File: config.mk
export PLATFORM = sky130hd
export DESIGN_NAME = blackjack_ctrl
export DESIGN_NICKNAME = d
export VERILOG_FILES = /design/src/rtl/blackjack_pkg.sv /design/src/rtl/blackjack_ctrl_hand_accum.sv /design/src/rtl/blackjack_ctrl.sv
export SDC_FILE = /design/constraint.sdc
export NUM_CORES = 1
export LEC_CHECK = 0
export CORE_MARGIN = 8
export CORE_UTILIZATION = 28
export CTS_CLUSTER_SIZE = 20
export DETAILED_ROUTE_END_ITERATION = 10
export HOLD_SLACK_MARGIN = 0.03
export PLACE_DENSITY = 0.53
export SLEW_MARGIN = 5
export SYNTH_ARGS = -nofsm -noshare
export SYNTH_HDL_FRONTEND = slang
export SYNTH_SLANG_ARGS = --single-unit
File: constraint.sdc
create_clock -name clock -period 2.7 [get_ports clock]
set_input_delay 0.27 -clock clock [delete_from_list [all_inputs] [get_ports clock]]
set_output_delay 0.27 -clock clock [all_outputs]
set_load 0.02 [all_outputs]
File: src/rtl/blackjack_pkg.sv
// blackjack_pkg: state encoding, result codes, default limits and card legality
// check shared by the blackjack controller and its hand accumulators.
package blackjack_pkg;

  localparam int DEALER_STAND_DEF = 17;
  localparam int HAND_LIMIT_DEF   = 21;

  typedef logic [3:0] state_t;

  localparam state_t ST_IDLE    = 4'd0;
  localparam state_t ST_DEAL_P1 = 4'd1;
  localparam state_t ST_DEAL_D1 = 4'd2;
  localparam state_t ST_DEAL_P2 = 4'd3;
  localparam state_t ST_DEAL_D2 = 4'd4;
  localparam state_t ST_PLAYER  = 4'd5;
  localparam state_t ST_P_DRAW  = 4'd6;
  localparam state_t ST_DEALER  = 4'd7;
  localparam state_t ST_D_DRAW  = 4'd8;
  localparam state_t ST_RESOLVE = 4'd9;
  localparam state_t ST_DONE    = 4'd10;

  typedef logic [1:0] result_t;

  localparam result_t RES_NONE = 2'b00;
  localparam result_t RES_WIN  = 2'b01;
  localparam result_t RES_LOSE = 2'b10;
  localparam result_t RES_PUSH = 2'b11;

  // Cards from the draw unit are only meaningful in the range 1..10.
  function automatic logic card_is_legal(input logic [3:0] card);
    return (card >= 4'd1) && (card <= 4'd10);
  endfunction

endpackage

File: src/rtl/blackjack_ctrl_hand_accum.sv
// hand_accum: running total of one hand. Keeps the hard total and an ace flag;
// the reported total adds 10 for a usable ace only when SOFT_ACE_EN is defined.
// Also exposes the total the hand would report if the offered card were added,
// so the sequencer can decide its next state on the accepting edge.
module hand_accum
  import blackjack_pkg::*;
#(
  parameter int HAND_LIMIT = HAND_LIMIT_DEF
) (
  input  logic       clock,
  input  logic       reset,
  input  logic       clear,
  input  logic       add,
  input  logic [3:0] card,
  output logic [4:0] total,
  output logic [4:0] total_if_add,
  output logic       bust
);

`ifdef SOFT_ACE_EN
  localparam logic SOFT_ACE = 1'b1;
`else
  localparam logic SOFT_ACE = 1'b0;
`endif

  logic [4:0] hard_q, hard_d;
  logic       ace_q, ace_d;
  logic [4:0] hard_plus;
  logic       ace_plus;

  function automatic logic [4:0] reported(input logic [4:0] hard, input logic ace);
    if (SOFT_ACE && ace && (hard <= 5'(HAND_LIMIT - 10))) return hard + 5'd10;
    return hard;
  endfunction

  assign hard_plus    = hard_q + 5'(card);
  assign ace_plus     = ace_q | (card == 4'd1);
  assign total        = reported(hard_q, ace_q);
  assign total_if_add = reported(hard_plus, ace_plus);
  assign bust         = total > 5'(HAND_LIMIT);

  // Next hard total / ace flag: clear wins over add.
  always_comb begin
    hard_d = hard_q;
    ace_d  = ace_q;
    if (clear) begin
      hard_d = 5'd0;
      ace_d  = 1'b0;
    end else if (add) begin
      hard_d = hard_plus;
      ace_d  = ace_plus;
    end
  end

  // Hand registers, synchronous reset.
  always_ff @(posedge clock) begin
    if (reset) begin
      hard_q <= 5'd0;
      ace_q  <= 1'b0;
    end else begin
      hard_q <= hard_d;
      ace_q  <= ace_d;
    end
  end

endmodule

File: src/rtl/blackjack_ctrl.sv
// blackjack_ctrl: sequences one game of player vs dealer through a card-draw
// handshake. Soft-ace scoring is enabled by defining SOFT_ACE_EN.
//
// state   | meaning
// IDLE    | after reset, waiting for start
// DEAL_P1 | first player card requested
// DEAL_D1 | first dealer card requested
// DEAL_P2 | second player card requested
// DEAL_D2 | second dealer card requested
// PLAYER  | waiting for hit or stand
// P_DRAW  | player hit card requested
// DEALER  | one-cycle decision: draw or resolve
// D_DRAW  | dealer card requested
// RESOLVE | compute result
// DONE    | result valid, waiting for start
module blackjack_ctrl
  import blackjack_pkg::*;
#(
  parameter int DEALER_STAND = DEALER_STAND_DEF,
  parameter int HAND_LIMIT   = HAND_LIMIT_DEF
) (
  input  logic       clock,
  input  logic       reset,
  input  logic       start,
  input  logic       hit,
  input  logic       stand,
  output logic       draw_req,
  output logic       turn,
  input  logic [3:0] card_in,
  input  logic       card_valid,
  output logic [4:0] player_total,
  output logic [4:0] dealer_total,
  output logic [1:0] result,
  output logic       done,
  output logic       err
);

  state_t     state_q, state_d;
  result_t    result_q, result_d;
  logic       err_q, err_d;
  logic       new_game, in_draw, card_good, card_bad, p_add, d_add;
  logic [4:0] p_next, d_next;
  logic       p_bust, d_bust;
  logic       unused_dealer_next;

  assign new_game  = start && ((state_q == ST_IDLE) || (state_q == ST_DONE));
  assign in_draw   = state_q inside {ST_DEAL_P1, ST_DEAL_D1, ST_DEAL_P2, ST_DEAL_D2,
                                     ST_P_DRAW, ST_D_DRAW};
  assign card_good = in_draw && card_valid && card_is_legal(card_in);
  assign card_bad  = in_draw && card_valid && !card_is_legal(card_in);
  assign p_add     = card_good && (state_q inside {ST_DEAL_P1, ST_DEAL_P2, ST_P_DRAW});
  assign d_add     = card_good && (state_q inside {ST_DEAL_D1, ST_DEAL_D2, ST_D_DRAW});

  hand_accum #(.HAND_LIMIT(HAND_LIMIT)) u_player (
    .clock        (clock),
    .reset        (reset),
    .clear        (new_game),
    .add          (p_add),
    .card         (card_in),
    .total        (player_total),
    .total_if_add (p_next),
    .bust         (p_bust)
  );

  hand_accum #(.HAND_LIMIT(HAND_LIMIT)) u_dealer (
    .clock        (clock),
    .reset        (reset),
    .clear        (new_game),
    .add          (d_add),
    .card         (card_in),
    .total        (dealer_total),
    .total_if_add (d_next),
    .bust         (d_bust)
  );

  // The dealer's decision is re-evaluated in DEALER, so its look-ahead is not needed.
  assign unused_dealer_next = ^d_next;

  // Next-state, result and error decisions; an illegal card overrides everything.
  always_comb begin
    state_d  = state_q;
    result_d = result_q;
    err_d    = err_q;
    case (state_q)
      ST_IDLE, ST_DONE: begin
        if (start) begin
          state_d  = ST_DEAL_P1;
          result_d = RES_NONE;
          err_d    = 1'b0;
        end
      end
      ST_DEAL_P1: if (card_good) state_d = ST_DEAL_D1;
      ST_DEAL_D1: if (card_good) state_d = ST_DEAL_P2;
      ST_DEAL_P2: if (card_good) state_d = ST_DEAL_D2;
      ST_DEAL_D2: begin
        if (card_good)
          state_d = (player_total == 5'(HAND_LIMIT)) ? ST_DEALER : ST_PLAYER;
      end
      ST_PLAYER: begin
        if (stand)    state_d = ST_DEALER;
        else if (hit) state_d = ST_P_DRAW;
      end
      ST_P_DRAW: begin
        if (card_good) begin
          if (p_next > 5'(HAND_LIMIT))       state_d = ST_RESOLVE;
          else if (p_next == 5'(HAND_LIMIT)) state_d = ST_DEALER;
          else                               state_d = ST_PLAYER;
        end
      end
      ST_DEALER: state_d = (dealer_total < 5'(DEALER_STAND)) ? ST_D_DRAW : ST_RESOLVE;
      ST_D_DRAW: if (card_good) state_d = ST_DEALER;
      ST_RESOLVE: begin
        if (p_bust)                           result_d = RES_LOSE;
        else if (d_bust)                      result_d = RES_WIN;
        else if (player_total > dealer_total) result_d = RES_WIN;
        else if (player_total < dealer_total) result_d = RES_LOSE;
        else                                  result_d = RES_PUSH;
        state_d = ST_DONE;
      end
      default: state_d = ST_IDLE;
    endcase
    if (card_bad) begin
      err_d    = 1'b1;
      result_d = RES_NONE;
      state_d  = ST_DONE;
    end
  end

  // Controller registers, synchronous reset.
  always_ff @(posedge clock) begin
    if (reset) begin
      state_q  <= ST_IDLE;
      result_q <= RES_NONE;
      err_q    <= 1'b0;
    end else begin
      state_q  <= state_d;
      result_q <= result_d;
      err_q    <= err_d;
    end
  end

  assign draw_req = in_draw;
  assign turn     = state_q inside {ST_DEAL_D1, ST_DEAL_D2, ST_D_DRAW, ST_DEALER};
  assign done     = (state_q == ST_DONE);
  assign result   = result_q;
  assign err      = err_q;

endmodule

# [Word level (Yosys, flattened, before mapping)]
# Cells that the tools add are included.
[classes] addsub=2 order_cmp=8 n_eq_ne=28 n_mux=24 n_reduce_logical=24
[ops] op="$mux 4" n=11
[ops] op="$pmux 4 s10" n=1
[ops] op="$ne 3x3->1 const B" n=8
[ops] op="$eq 4x3->1 const B" n=4
[ops] op="$reduce_and 8->1" n=2
[ops] op="$gt 5x5->1 const B" n=3
[ops] op="$ne 2x2->1 const B" n=7
[ops] op="$eq 4x4->1 const B" n=3
[ops] op="$mux 2" n=6
[ops] op="$add 5x4->5" n=2
[ops] op="$eq 5x5->1 const B" n=2
[ops] op="$eq 4x2->1 const B" n=2
[ops] op="$logic_and 1x1->1" n=7
[ops] op="$reduce_bool 2->1" n=3
[ops] op="$reduce_bool 3->1" n=2
[ops] op="$reduce_bool 6->1" n=1
[ops] op="$reduce_or 2->1" n=3
[ops] op="$gt 5x5->1" n=1
[ops] op="$lt 5x5->1" n=1
[ops] op="$lt 5x5->1 const B" n=1
[ops] op="$mux 1" n=5
[ops] op="$eq 4x1->1 const B" n=1
[ops] op="$ge 4x1->1 const B" n=1
[ops] op="$le 4x4->1 const B" n=1
[ops] op="7 further kinds" n=8
[totals] ff_bits=17 input_bits=10 out_inout_bits=16 word_cells=92

# [Longest topological paths before layout]
[logic_depth] ltp_word=7 mapped_depth=9 ltp_nobuf=9

# [Cells and area by module]
# A second synthesis with hierarchy kept.
[hier_totals] hier_cells=187 area_unflattened_um2=1476.4
[by_module_without_submodules] module="hand_accum" instances=2 cells_each=44 area_per_inst_um2=374.1 seq_area_each_um2=100.1
[by_module_without_submodules] module="blackjack_ctrl" instances=1 cells_each=99 area_per_inst_um2=728.2 seq_area_each_um2=140.1

# [Least setup slack after synthesis]
# Ideal clock, no wire load.
[synth_timing] path_kind="register to register" from="register u_player.hard_q[0] (netlist: u_player.total[0])" to="register state_q[1]" setup_time_ns=0.091 t_arrival_ns=2.335 required_ns=2.609 setup_slack_ns=0.274 stages_incl_launch_ff=10 path_buffers=0 period_less_slack_ns=2.426 path_cell_list="dfxtp_1 -> ha_1 -> inv_1 -> fa_1 -> nand2b_1 -> a21oi_4 -> xor2_2 -> nand2b_1 -> or4_1 -> a311oi_1"
[synth_via] elab_chain_cells=7 word_cells_on_any_way=11 classes_between="1 x add/sub; 1 x order compare; 2 x eq/ne; 7 x mux"
[synth_rtl] element="from (decl)" line="blackjack_ctrl_hand_accum.sv:26" text="logic [4:0] hard_q, hard_d;"
[synth_rtl] element="from (signal assigned)" line="blackjack_ctrl_hand_accum.sv:61" text="hard_q <= hard_d;"
[synth_rtl] element="branches (longest 5 deep; another with $add 5x4->5)"
[synth_rtl] element="$pmux 4 s10 (*)" line="blackjack_ctrl.sv:84" text="case (state_q)"
[synth_rtl] element="$mux 4 (*)" line="blackjack_ctrl.sv:122" text="if (card_bad) begin"
[synth_rtl] element="to (signal assigned)" line="blackjack_ctrl.sv:136" text="state_q <= state_d;"
[synth_rtl] element="to (decl)" line="blackjack_ctrl.sv:38" text="state_t state_q, state_d;"
# Mark *: on every way between the ends. The select of a mux whose other input is x is not followed.
# A chain may end at the register's enable or synchronous reset.

# [Worst setup path after layout]
[layout_timing] from="input card_in[0]" to="register state_q[1]"
[layout_via] elab_chain_cells=7 word_cells_on_any_way=23 classes_between="1 x add/sub; 3 x order compare; 9 x eq/ne; 5 x mux; 5 x reduce/logical"
[layout_rtl] element="from (decl)" line="blackjack_ctrl.sv:29" text="input logic [3:0] card_in,"
[layout_rtl] element="branches (longest 7 deep; another with $add 5x4->5)"
# Parallel ways; which one is timed is not known. The select of a mux whose other input is x is not followed.

==> results by group <==
Clock network
  • Clk root buf: clkbuf_8
  • CTS tree: done
  • # hold bufs at CTS: 0
  • Number of buffers created by CTS: 3
  • Num Clock Sinks: 17
  • Post-CTS setup buffer count: 0
  • Clk_lat worst skew: 0.26 ns
  • Post-cts resize count: 0
  • H-tree Lvls: 1
  • Clk buf depth: 2
  • Clk slew on worst S/H paths: 0.07 ns

Floorplan
  • Die H: 87.6 um
  • Chip width: 87.6 um
  • Initial core utilization: about 28%
  • I/O pins: 26
  • Die footprint: 0.00767 mm2
  • Total core area: 0.00504 mm2
  • Cell Rows: 26

GRT
  • Initial antenna violation count: 0
  • Largest net degree at the start of global routing: 19
  • Vias in the first global route: approximately 1,400
  • First-pass GRT wire length: 6.53 mm
  • All-Layer GR Usage: 10.7%
  • GRT overflow: 0

Setup path
  • Critical path capture point type: register
  • Worst R2R Path Depth: 9
  • Worst-path maximum fanout: 2
  • Required @ worst endpoint: 2.87 ns
  • Crit path kind: input pin to register
  • Worst Path Arrival: between 2 and 3 ns
  • Crit path to: state_q[1]$_SDFFE_PP0P_
  • Worst Setup SP: card_in[0]
  • Startpoint types: input pin
  • RR Endpoint: state_q[1]$_SDFFE_PP0P_
  • R2r setup slk: 0.29 ns
  • RR Startpoint: u_player.total[0]$_SDFFE_PP0P_

Timing
  • Final period utilization: 92.6%
  • Min Tclk post-route: about 2.5 ns
  • Clk_skew: 0.00357 ns
  • Fmax: 0.400 GHz
  • Setup violators final: 0
  • Fin Hold WS: 0.457 ns
  • Setup TNS: 0 ns
  • Final hold violations: 0
  • Unrepaired setup endpoints after global routing: false
  • Worst-Margin Slew: 0.587 ns
  • Slew Limit Fails: 0
  • PnR worst setup slack: between 0.2 and 0.25 ns
  • Relative slew slack: between 60% and 70%

Synth
  • Synth top area cells: dfxtp_1 24%, ha_1 11%, nor2_1 6.0%
  • Cell taking the most area after synthesis: dfxtp_1
  • Synth top cells by count: 23 x nor2_1, 17 x dfxtp_1, 14 x a21oi_1, 14 x inv_1
  • Syn_nets: between 200 and 250
  • #FFs+latches synth: 17
  • Post-synthesis instance total: 183
  • Seq/Total Area, Yosys: 23.7%
  • Yosys cell types: 49
  • Avg Cell Area, Syn: 7.84 um2
  • Syn. warnings: 0
  • Mapped cell area: 0.00144 mm2
  • Top-count cell post-synth: nor2_1
  • Synth top area share: between 20% and 30%
  • Top_reg_cell synth: dfxtp_1
  • EDFF count, synth: 0
  • Post-synth ARST share: 0%

Power and ir drop
  • Seq pwr share: between 20 and 30%
  • Clock Power Share: 13.1%
  • Power Dens Cells: 821 mW/mm2
  • Pint: ~0.81 mW
  • Switching Fraction: 46.2%
  • Leakage power: 0.737 nW
  • Comb pwr share: 58.1%
  • VDD IR max: around 0.33 mV
  • P_sw: between 0.6 and 0.7 mW
  • Design Power: 1.51 mW

Layout
  • Final non-filler cell total: 281
  • Layout cells sized above 1: 7.11%
  • Nets: 237
  • Post-layout util: roughly 36%
  • Final instance area: 0.00184 mm2
  • Layout area overhead: 27.9%
  • N_diodes: 0
  • Filler cells: 539

Detailed routing
  • Drt pass-1 iters: 4
  • DR DRC count: 0
  • Vias/cell: approximately 4.8
  • Total Wirelength: 3.79 mm
  • Routed len/inst: 13.5 um
  • Final ANT Viol Nets: 0
  • Met2 Routed Length: 1.63 mm
  • Initial drt markers: 51
  • Met3 wire length: roughly 180 um
  • Via count: 1,335
  • Metal-1 WL: 1.92 mm
  • Max Used Layer: met4

Place
  • Pre-CTS WS: -0.0546 ns
  • Post-DP HPWL: 3.01 mm
  • PortBufs: 25
  • Total placed cells including tap cells: around 280
  • Post-DP Area: 0.00179 mm2
  • Final GP Congestion: 0.789

Job
  • Max_cap viols: 0

Min path
  • Hold WC Path Type: register to register

Outcome
  • Status: complete, no violations
-- power by group through the flow --
stage	registers [mW]	clock network, mW	logic (mW)
floorplan	0.370	0	0.667
finish	0.434	0.198	0.876
global route	0.452	0.216	0.980
global placement	0.439	0	0.879
detailed placement	0.438	0	0.877
CTS	0.432	0.204	0.881
-- final cells by class --
class / instances / area, um2 / share of cell area [%]
Multi-Input combinational cell: 144 / 1010 / 54.9
Sequential cell: 17 / 340 / 18.5
Timing Repair Buffer: 32 / 303 / 16.5
Tap cell: 70 / 87.6 / 4.77
Inverter: 14 / 52.6 / 2.86
Clock buffer: 4 / 45.0 / 2.45
-- flip-flops by register name, indices dropped and copies added, names as in the netlist --
register        flops
err                 1
result              2
state_q             4
u_dealer.total      5
u_player.total      5
-- worst min-delay path by stage --
stage | startpoint | end | slack (ns) | cells past startpoint
final | result[1]$_SDFFE_PP0P_ | result[1]$_SDFFE_PP0P_ | 0.46 | 2
after CTS | result[1]$_SDFFE_PP0P_ | result[1]$_SDFFE_PP0P_ | 0.46 | 2
after floorplan | reset | state_q[1]$_SDFFE_PP0P_ | 0.34 | 1
after detailed placement | result[1]$_SDFFE_PP0P_ | result[1]$_SDFFE_PP0P_ | 0.45 | 2
after global routing | result[1]$_SDFFE_PP0P_ | result[1]$_SDFFE_PP0P_ | 0.49 | 2
after global placement | result[1]$_SDFFE_PP0P_ | result[1]$_SDFFE_PP0P_ | 0.45 | 2
-- placed cells by master, fill, tap and decap left out, types with 3 or more instances in the layout --
cell	n
mux2i_1	3
inv_1	14
xor2_1	4
ha_1	13
clkbuf_8	3
a311oi_1	3
or4_1	3
dfxtp_1	17
buf_4	7
o21ai_0	7
nor2_1	23
clkdlybuf4s50_1	25
a21o_1	8
nand2_1	13
nand2b_1	8
a21oi_1	14
xnor2_1	4
-- critical path: stages --
cell and delay (ns):
clkdlybuf4s50_1 0.49, ha_1 0.17, inv_1 0.05, fa_1 0.38, nand2b_1 0.19, a21oi_4 0.16
xor2_2 0.17, nand2b_1 0.08, or4_1 0.46, a311oi_1 0.25
-- routing by layer --
layer | vias to the layer above | track usage, %
met3 | 6 | 2.63
met1 | 600 | 13.7
met4 | 0 | 4.22
met2 | 29 | 16.7
met5 | - | 0
li1 | 700 | -
-- cells by family (layout without fill, tap and decap cells) --
kind of cell    count (synthesis)  after routing  synth area share (%)
flops                          17             17                  23.7
buf+inv                        22             50                  6.10
mux                             3              3                  2.09
xor+xnor                        9              9                  6.02
fa+ha+maj                      15             15                  14.1
compound gates                 51             51                  24.2
simple gates                   66             66                  23.7
Power figures use the tool's default switching activity.
